**config.mk**
```make
export PLATFORM = sky130hd
export DESIGN_NAME = puf_eval_ctrl
export DESIGN_NICKNAME = d
export VERILOG_FILES = /design/src/rtl/puf_eval_ctrl.sv
export SDC_FILE = /design/constraint.sdc
export NUM_CORES = 1
export LEC_CHECK = 0
export CORE_MARGIN = 3
export CORE_UTILIZATION = 44
export DETAILED_ROUTE_END_ITERATION = 10
export PLACE_DENSITY_LB_ADDON = 0.1
export SYNTH_ARGS = -nofsm -noshare
export SYNTH_HDL_FRONTEND = slang
export SYNTH_SLANG_ARGS = --single-unit
```
**constraint.sdc**
```tcl
create_clock -name clk -period 1.8 [get_ports clk]
set_clock_uncertainty 0.1 [all_clocks]
set_input_delay 0.27 -clock clk [delete_from_list [all_inputs] [get_ports clk]]
set_output_delay 0.27 -clock clk [all_outputs]
set_load 0.02 [all_outputs]
```
**src/rtl/puf_eval_ctrl.sv**
```systemverilog
// puf_eval_ctrl: ring-oscillator PUF evaluation sequencer.
// For every response bit it selects an RO pair, clears the pair counters,
// enables the oscillators for WINDOW cycles, waits SETTLE_CYC cycles for the
// counts to freeze, then compares them and shifts the result into resp.
// Optional feature: define PUF_MAJORITY_EN to measure each bit three times
// on the same pair and keep the majority of the three comparisons.
// Reset rst_n is asynchronous and active-high (the codebase's legacy naming).
module puf_eval_ctrl #(
  parameter int N_BITS     = 8,
  parameter int CNT_W      = 16,
  parameter int WINDOW     = 16,
  parameter int SETTLE_CYC = 4
) (
  input  logic              clk,
  input  logic              rst_n,
  input  logic              start,
  input  logic [4:0]        challenge,
  output logic              busy,
  output logic              ro_en,
  output logic              cnt_clr,
  output logic [4:0]        sel_a,
  output logic [4:0]        sel_b,
  input  logic [CNT_W-1:0]  cnt_a,
  input  logic [CNT_W-1:0]  cnt_b,
  output logic [N_BITS-1:0] resp,
  output logic              resp_valid,
  input  logic              resp_ready,
  output logic              err_sat
);

  localparam int K_W  = (N_BITS > 1) ? $clog2(N_BITS) : 1;
  localparam int CMAX = (WINDOW > SETTLE_CYC) ? WINDOW : SETTLE_CYC;
  localparam int C_W  = $clog2(CMAX + 1);

  typedef enum logic [2:0] {
    S_IDLE, S_CLEAR, S_RUN, S_SETTLE, S_CMP, S_DONE
  } state_t;

  state_t            state_q, state_d;
  logic [K_W-1:0]    k_q, k_d;
  logic [C_W-1:0]    cyc_q, cyc_d;
  logic [4:0]        sel_a_q, sel_a_d;
  logic [4:0]        sel_b_q, sel_b_d;
  logic [N_BITS-1:0] resp_q, resp_d;
  logic              err_q, err_d;
  logic              busy_q, busy_d;
  logic              ro_en_q, ro_en_d;
  logic              clr_q, clr_d;
  logic              vld_q, vld_d;

  logic              cmp_bit;    // raw comparison of the frozen counts
  logic              cmp_sat;    // either count pegged at all-ones
  logic              bit_final;  // value written into resp[k]
  logic              bit_last;   // this COMPARE finishes bit k
`ifdef PUF_MAJORITY_EN
  logic [1:0]        rep_q, rep_d;
  logic [1:0]        votes_q, votes_d;
  logic [1:0]        votes_n;
`endif

  assign cmp_bit = (cnt_a > cnt_b);
  assign cmp_sat = (cnt_a == {CNT_W{1'b1}}) || (cnt_b == {CNT_W{1'b1}});

  // Next-state logic for the sequencer and its datapath registers.
  always_comb begin
    state_d   = state_q;
    k_d       = k_q;
    cyc_d     = cyc_q;
    sel_a_d   = sel_a_q;
    sel_b_d   = sel_b_q;
    resp_d    = resp_q;
    err_d     = err_q;
    bit_final = 1'b0;
    bit_last  = 1'b0;
`ifdef PUF_MAJORITY_EN
    rep_d     = rep_q;
    votes_d   = votes_q;
    votes_n   = votes_q + {1'b0, cmp_bit};
`endif
    case (state_q)
      S_IDLE: begin
        if (start) begin
          sel_a_d = challenge;
          sel_b_d = challenge + 5'd1;
          k_d     = '0;
          resp_d  = '0;
          err_d   = 1'b0;
          cyc_d   = '0;
`ifdef PUF_MAJORITY_EN
          rep_d   = '0;
          votes_d = '0;
`endif
          state_d = S_CLEAR;
        end
      end
      S_CLEAR: begin
        cyc_d   = '0;
        state_d = S_RUN;
      end
      S_RUN: begin
        if (cyc_q == C_W'(WINDOW - 1)) begin
          cyc_d   = '0;
          state_d = S_SETTLE;
        end else begin
          cyc_d = cyc_q + 1'b1;
        end
      end
      S_SETTLE: begin
        if (cyc_q == C_W'(SETTLE_CYC - 1)) begin
          cyc_d   = '0;
          state_d = S_CMP;
        end else begin
          cyc_d = cyc_q + 1'b1;
        end
      end
      S_CMP: begin
        if (cmp_sat) err_d = 1'b1;
`ifdef PUF_MAJORITY_EN
        // Third vote decides the bit; earlier votes just re-measure the pair.
        if (rep_q == 2'd2) begin
          bit_final = votes_n[1];
          bit_last  = 1'b1;
          rep_d     = '0;
          votes_d   = '0;
        end else begin
          rep_d   = rep_q + 2'd1;
          votes_d = votes_n;
          state_d = S_CLEAR;
        end
`else
        bit_final = cmp_bit;
        bit_last  = 1'b1;
`endif
        if (bit_last) begin
          resp_d[k_q] = bit_final;
          if (k_q == K_W'(N_BITS - 1)) begin
            state_d = S_DONE;
          end else begin
            k_d     = k_q + 1'b1;
            sel_a_d = sel_a_q + 5'd2;
            sel_b_d = sel_b_q + 5'd2;
            state_d = S_CLEAR;
          end
        end
      end
      S_DONE: begin
        if (resp_ready) state_d = S_IDLE;
      end
      default: state_d = S_IDLE;
    endcase
  end

  // Outputs are decoded from the next state so they leave a flop directly.
  always_comb begin
    busy_d  = (state_d != S_IDLE);
    ro_en_d = (state_d == S_RUN);
    clr_d   = (state_d == S_CLEAR);
    vld_d   = (state_d == S_DONE);
  end

  // State and output registers; reset kills ro_en without waiting for clk.
  always_ff @(posedge clk or posedge rst_n) begin
    if (rst_n) begin
      state_q <= S_IDLE;
      k_q     <= '0;
      cyc_q   <= '0;
      sel_a_q <= '0;
      sel_b_q <= '0;
      resp_q  <= '0;
      err_q   <= 1'b0;
      busy_q  <= 1'b0;
      ro_en_q <= 1'b0;
      clr_q   <= 1'b0;
      vld_q   <= 1'b0;
`ifdef PUF_MAJORITY_EN
      rep_q   <= '0;
      votes_q <= '0;
`endif
    end else begin
      state_q <= state_d;
      k_q     <= k_d;
      cyc_q   <= cyc_d;
      sel_a_q <= sel_a_d;
      sel_b_q <= sel_b_d;
      resp_q  <= resp_d;
      err_q   <= err_d;
      busy_q  <= busy_d;
      ro_en_q <= ro_en_d;
      clr_q   <= clr_d;
      vld_q   <= vld_d;
`ifdef PUF_MAJORITY_EN
      rep_q   <= rep_d;
      votes_q <= votes_d;
`endif
    end
  end

  assign busy       = busy_q;
  assign ro_en      = ro_en_q;
  assign cnt_clr    = clr_q;
  assign sel_a      = sel_a_q;
  assign sel_b      = sel_b_q;
  assign resp       = resp_q;
  assign resp_valid = vld_q;
  assign err_sat    = err_q;

endmodule
```
* After elaboration in Yosys (flattened, before gate mapping)
Index checks and enable logic that the tools add are counted.
Storage, ports and cells: bits of input ports 41, output and inout bits 23, flip-flop bits (word level) 34, logic and storage cells 72
Operators by class: multiplexer cells 27, equality and inequality tests 16, magnitude comparators 3, reduce and logical (&&, ||, !) cells 10, add/sub/neg operators 5
Operators by type and width (number):
- 2-to-1 mux 5 bit | 7
- == test 16 bit, second input constant | 2
- 2-to-1 mux 3 bit | 7
- case mux 5 bit (2 select lines) | 2
- case mux 5 bit (4 select lines) | 1
- case mux 3 bit (6 select lines) | 1
- greater-than comparator 16 bit | 1
- case mux 8 bit (2 select lines) | 1
- == test 3 bit, second input constant | 4
- adder 5 x 1 -> 5 bit, second input constant | 2
- adder 5 x 2 -> 5 bit, second input constant | 2
- == test 3 x 2 -> 1 bit, second input constant | 3
- bitwise mux 8 bit | 1
- 2-to-1 mux 8 bit | 1
- == test 3 x 1 -> 1 bit, second input constant | 2
- inequality test 2 bit, second input constant | 3
- case mux 3 bit (2 select lines) | 1
- AND reduction 3 bit | 2
- == test 5 x 2 -> 1 bit, second input constant | 1
- == test 5 x 4 -> 1 bit, second input constant | 1
- < comparator 3 x 4 -> 1 bit, second input constant | 1
- AND reduction 2 bit | 2
- nonzero test 4 bit | 1
- adder 3 x 1 -> 3 bit, second input constant | 1
- 9 further kinds | 11

* Depth between registers and ports, before layout
word-level depth 6, depth in mapped cells 8, gate-level depth less buffers 7

* Worst setup path after synthesis
Ideal clock, no wire load.
kind input to register, start point in cnt_b[15], end point reg resp_q[1], in the netlist resp[1], stages on the path 8, required time 1.571 ns, slack -0.077 ns, arrival time 1.648 ns, cell sequence inv_1 > ha_1 > nand4_1 > nor4_1 > and4_1 > clkbuf_1 > o21ai_0 > o41a_1
On the way: word-level cells in the longest chain between the ends 3
Ends and longest elaborated chain:
- start, declared | RTL line 24 | input logic [CNT_W-1:0] cnt_b,
- greater-than comparator 16 bit | RTL line 61 | assign cmp_bit = (cnt_a > cnt_b);
- bitwise mux 8 bit | RTL line 135 | resp_d[k_q] = bit_final;
- case mux 8 bit (2 select lines) | RTL line 80 | case (state_q)
- end signal, assigned | RTL line 185 | resp_q <= resp_d;
- end, declared | RTL line 44 | logic [N_BITS-1:0] resp_q, resp_d;
No other way between the ends. A chain may end at the register's enable or synchronous reset.

* Worst setup path after layout
start point reg state_q[0], end point reg resp_q[6], in the netlist resp[6]
On the way: word-level cells in the longest chain between the ends 3
Ends and longest elaborated chain:
- start, declared | RTL line 39 | state_t state_q, state_d;
- start signal, assigned | RTL line 180 | state_q <= state_d;
- == test 3 bit or logical NOT 3 bit (tied branches) | RTL line 80
- nonzero test 2 bit (no line) or inequality test 2 bit (tied branches)
- AND reduction 2 bit (no line)
Several ways; a longest one is shown, not always the timed one.

==> metrics.md <==
| Metric | Value |
|---|---|
| Ys async rst share | `100%` |
| Tcrit/Tclk final | `105%` |
| CP Class | `flop to flop` |
| Worst hold slack | `0.300 ns` |
| Flops & latches, synth | `34` |
| Clock network fraction of total power | `18.1%` |
| Reg clk slew, reported paths | `0.07 ns` |
| Initial antenna violation count | `0` |
| Peak VDD IR | `787 uV` |
| Initial Util | `47.3%` |
| Final WS setup | `-0.0920 ns` |
| Switching share of power | `36.7%` |
| Clk sinks | `34` |
| Startpoint Class | `flop` |
| Max_slew headroom | `71.2%` |
| Largest net degree at the start of global routing | `35` |
| Worst path max stage delay | `0.42 ns` |
| Syn avg cell area | `9.03 sq um` |
| Core area | `4940 sq um` |
| Clock Latency Late Sink | `0.28 ns` |
| P&R area growth vs syn | `50.5%` |
| Setup violators final | `8` |
| Pins over their slew limit | `0` |
| Part of the Yosys area used for sequential elements | `36.4%` |
| Crit-path slowest cell | `o41a_1` |
| 1st-iter DRT viols | `69` |
| LEAKAGE | `1.59 nW` |
| Root Buffer | `clkbuf_8` |
| Fmax | `529 MHz` |
| Cells after Synth | `259` |
| Syn_nets | `324` |
| P_sw | `1.42 mW` |
| Vias in the first global route | `2,277` |
| Min cycle time layout | `1.89 ns` |
| I/O Buffers | `63` |
| Horiz. Die Dim | `78.9 um` |
| Die Ht | `78.9 um` |
| Flop pwr share | `33.5%` |
| Num ports | `64` |
| Largest family of logic cells by synthesized area | `simple AND/OR/NAND/NOR gates` |
| Worst-Margin Slew | `0.432 ns` |
| Filler cell count | `426` |
| DRC | `0` |
| Top routing layer used | `met4` |
| Vias | `2,241` |
| Total CTS buffers | `5` |
| Via-to-Cell Ratio | `5.37` |
| Comb pwr share | `48.4%` |
| H-tree Lvls | `2` |
| Die Area | `6230 sq um` |
| GPL Wtd Cong | `0.813` |
| RSZ-0062 raised after global routing | `true` |
| Post-synthesis xor/xnor area fraction | `1.12%` |
| Synth Area in Adders | `12.8%` |
| Status | `finished with violations` |
| Worst-path fanout max | `4` |
| Setup_tns | `-0.287 ns` |
| Crit end category | `flop` |
| Dpl cell area | `3200 sq um` |
| Critical Path RT | `1.86 ns` |
| Final count of hold timing violations | `0` |
| Gr usage total | `20.9%` |
| Pint | `2.46 mW` |
| Mux contribution to synthesized area | `4.01%` |
| Antenna Violating Nets Remaining | `0` |
| Number of synthesized flops with an enable pin | `0` |
| Ant. Diodes | `0` |
| CTS tree | `built` |
| DR pass1 iterations | `4` |
| Met3 wire len | `198 um` |
| Wirelength, routed | `6220 um` |
| DR WL/cell | `14.9 um` |
| Final instance count without filler cells | `417` |
| Met1 Wirelength | `2790 um` |
| Global route overflow | `0` |
| Max Cap Viol | `0` |
| Count of different cell masters after synthesis | `47` |
| Synth warn | `0` |
| Share of post-route cells with drive strength above 1 | `24.3%` |
| Simple-gate share of the synthesized area | `22.1%` |
| Nets | `415` |
| Fin area | `3520 sq um` |
| Post-DP HPWL | `4490 um` |
| Global-route wire length before repair | `10,300 um` |
| Metal2 WL | `3110 um` |
| Pwr dens | `1110 nW/um^2` |
| Failing checks | `setup timing` |
| CP Cell Sequence | `buf_6, or3b_4, or3_4, o41a_1` |
| Hold Crit Class | `input pin to async pin` |
| WP data arrival | `1.95 ns` |
| Most common flop cell mapped by yosys | `dfrtp_1` |
| CTS Hold Bufs | `0` |
| Compound-Gate Fraction of Synth Area | `17.1%` |
| Post-Place Cells | `408` |
| Syn Std Cell Area | `2340 sq um` |
| Rows | `25` |
| Max clock buf depth | `2` |
==> sequential cells by signal (all words and copies together), names as in the netlist <==
register    cells
sel_b           5
resp_valid      1
k_q             3
busy            1
state_q         3
err_sat         1
sel_a           5
ro_en           1
cnt_clr         1
resp            8
cyc_q           5
==> layout make-up <==
type	instances	area [sq um]	area share, %
clock buffers	6	82.6	2.35
clock inverters	1	30.0	0.853
inverters	21	78.8	2.24
multi-input cells	195	1560	44.5
flip-flops and latches	34	851	24.2
well taps	67	83.8	2.38
repair buffers	93	828	23.5
==> power groups by stage <==
stage | Sequential [mW] | Clock [mW] | Combinational, mW
floorplan | 1.51 | 0 | 0.794
global placement | 1.29 | 0 | 1.78
detailed placement | 1.30 | 0 | 1.81
CTS | 1.29 | 0.731 | 1.86
global route | 1.35 | 0.765 | 2.08
finish | 1.30 | 0.705 | 1.88
==> cell usage after synthesis (2+ instances only) <==
cell,count,share of area [%]
a21oi_1,15,3.2
nor3_1,7,1.5
nor3b_1,2,0.64
nand3_1,13,2.8
o21ai_1,2,0.43
mux2_2,2,0.96
nor2_1,12,1.9
o21ai_0,26,5.6
nand4_1,11,2.9
buf_2,4,0.86
inv_1,21,3.4
a22o_1,2,0.75
nand2_1,24,3.9
clkbuf_1,2,0.32
dfrtp_1,34,36
xnor2_1,3,1.1
o211ai_1,2,0.64
nor2b_1,5,1.3
nand2b_1,3,0.80
buf_6,4,1.9
mux2i_1,6,2.6
o41a_1,7,3.4
nor4_1,3,0.80
and3_1,3,0.80
ha_1,24,13
==> routing by layer <==
metal	GRT usage [%]	vias to the layer above
met2	35.2	49
li1	-	1131
met4	8.08	0
met3	4.08	12
met1	26.4	1049
met5	0	-
==> per-stage QoR <==
stage / util [%] / power [mW] / worst slack, ns
detailed placement: 64.8 / 3.11 / -0.663
finish: 71.2 / 3.89 / -0.0920
global placement: 64.8 / 3.07 / -0.624
global route: 71.2 / 4.20 / -0.141
CTS: 70.3 / 3.88 / -0.0912
floorplan: - / 2.30 / 0.00551
==> cells by family after synthesis <==
family	Yosys count
AO/OA/AOI/OAI	62
XOR/XNOR	3
adder cells (fa/ha/maj)	24
buffers and inverters	31
flip-flops	34
multiplexers	9
AND/OR/NAND/NOR	96
==> final timing paths <==
path	start	end	slack [ns]	cells after the start
max in group asynchronous	rst_n	resp[7]$_DFFE_PP0P_	0.99	3
max	state_q[0]$_DFF_PP0_	resp[6]$_DFFE_PP0P_	-0.09	4
min reg2reg	sel_b[0]$_DFFE_PP0P_	sel_b[0]$_DFFE_PP0P_	0.38	2
min in group clk	sel_b[0]$_DFFE_PP0P_	sel_b[0]$_DFFE_PP0P_	0.38	2
max reg2reg	state_q[0]$_DFF_PP0_	resp[6]$_DFFE_PP0P_	-0.09	4
min	rst_n	state_q[0]$_DFF_PP0_	0.30	3
==> layout by cell type, fill, tap and decap left out, types with 4 or more instances in the layout <==
master / instances
a21oi_1: 12
buf_4: 28
clkbuf_8: 6
clkdlybuf4s15_1: 6
clkdlybuf4s50_1: 32
dfrtp_1: 34
dlygate4sd2_1: 24
ha_1: 12
ha_4: 10
inv_1: 12
inv_2: 9
mux2i_1: 6
nand2_1: 22
nand3_1: 12
nand4_1: 11
nor2_1: 12
nor2b_1: 4
nor3_1: 6
o21ai_0: 16
o21ai_1: 10
o41a_1: 7
==> critical path, delay by kind of cell (launching register included) <==
family,cells,cell delay [ns]
buffers and inverters,1,0.13
and+or+nand+nor,2,0.72
DFF,1,0.40
AOI/OAI and AO/OA,1,0.42
==> what timing repair did <==
action	4_1_cts	5_1_grt
setup buffers	1	0
gates cloned	1	0
pin swaps	22	11
setup endpoints to repair	12	22
resized for setup	78	14
No activity file was read; power rests on OpenSTA's default activity.
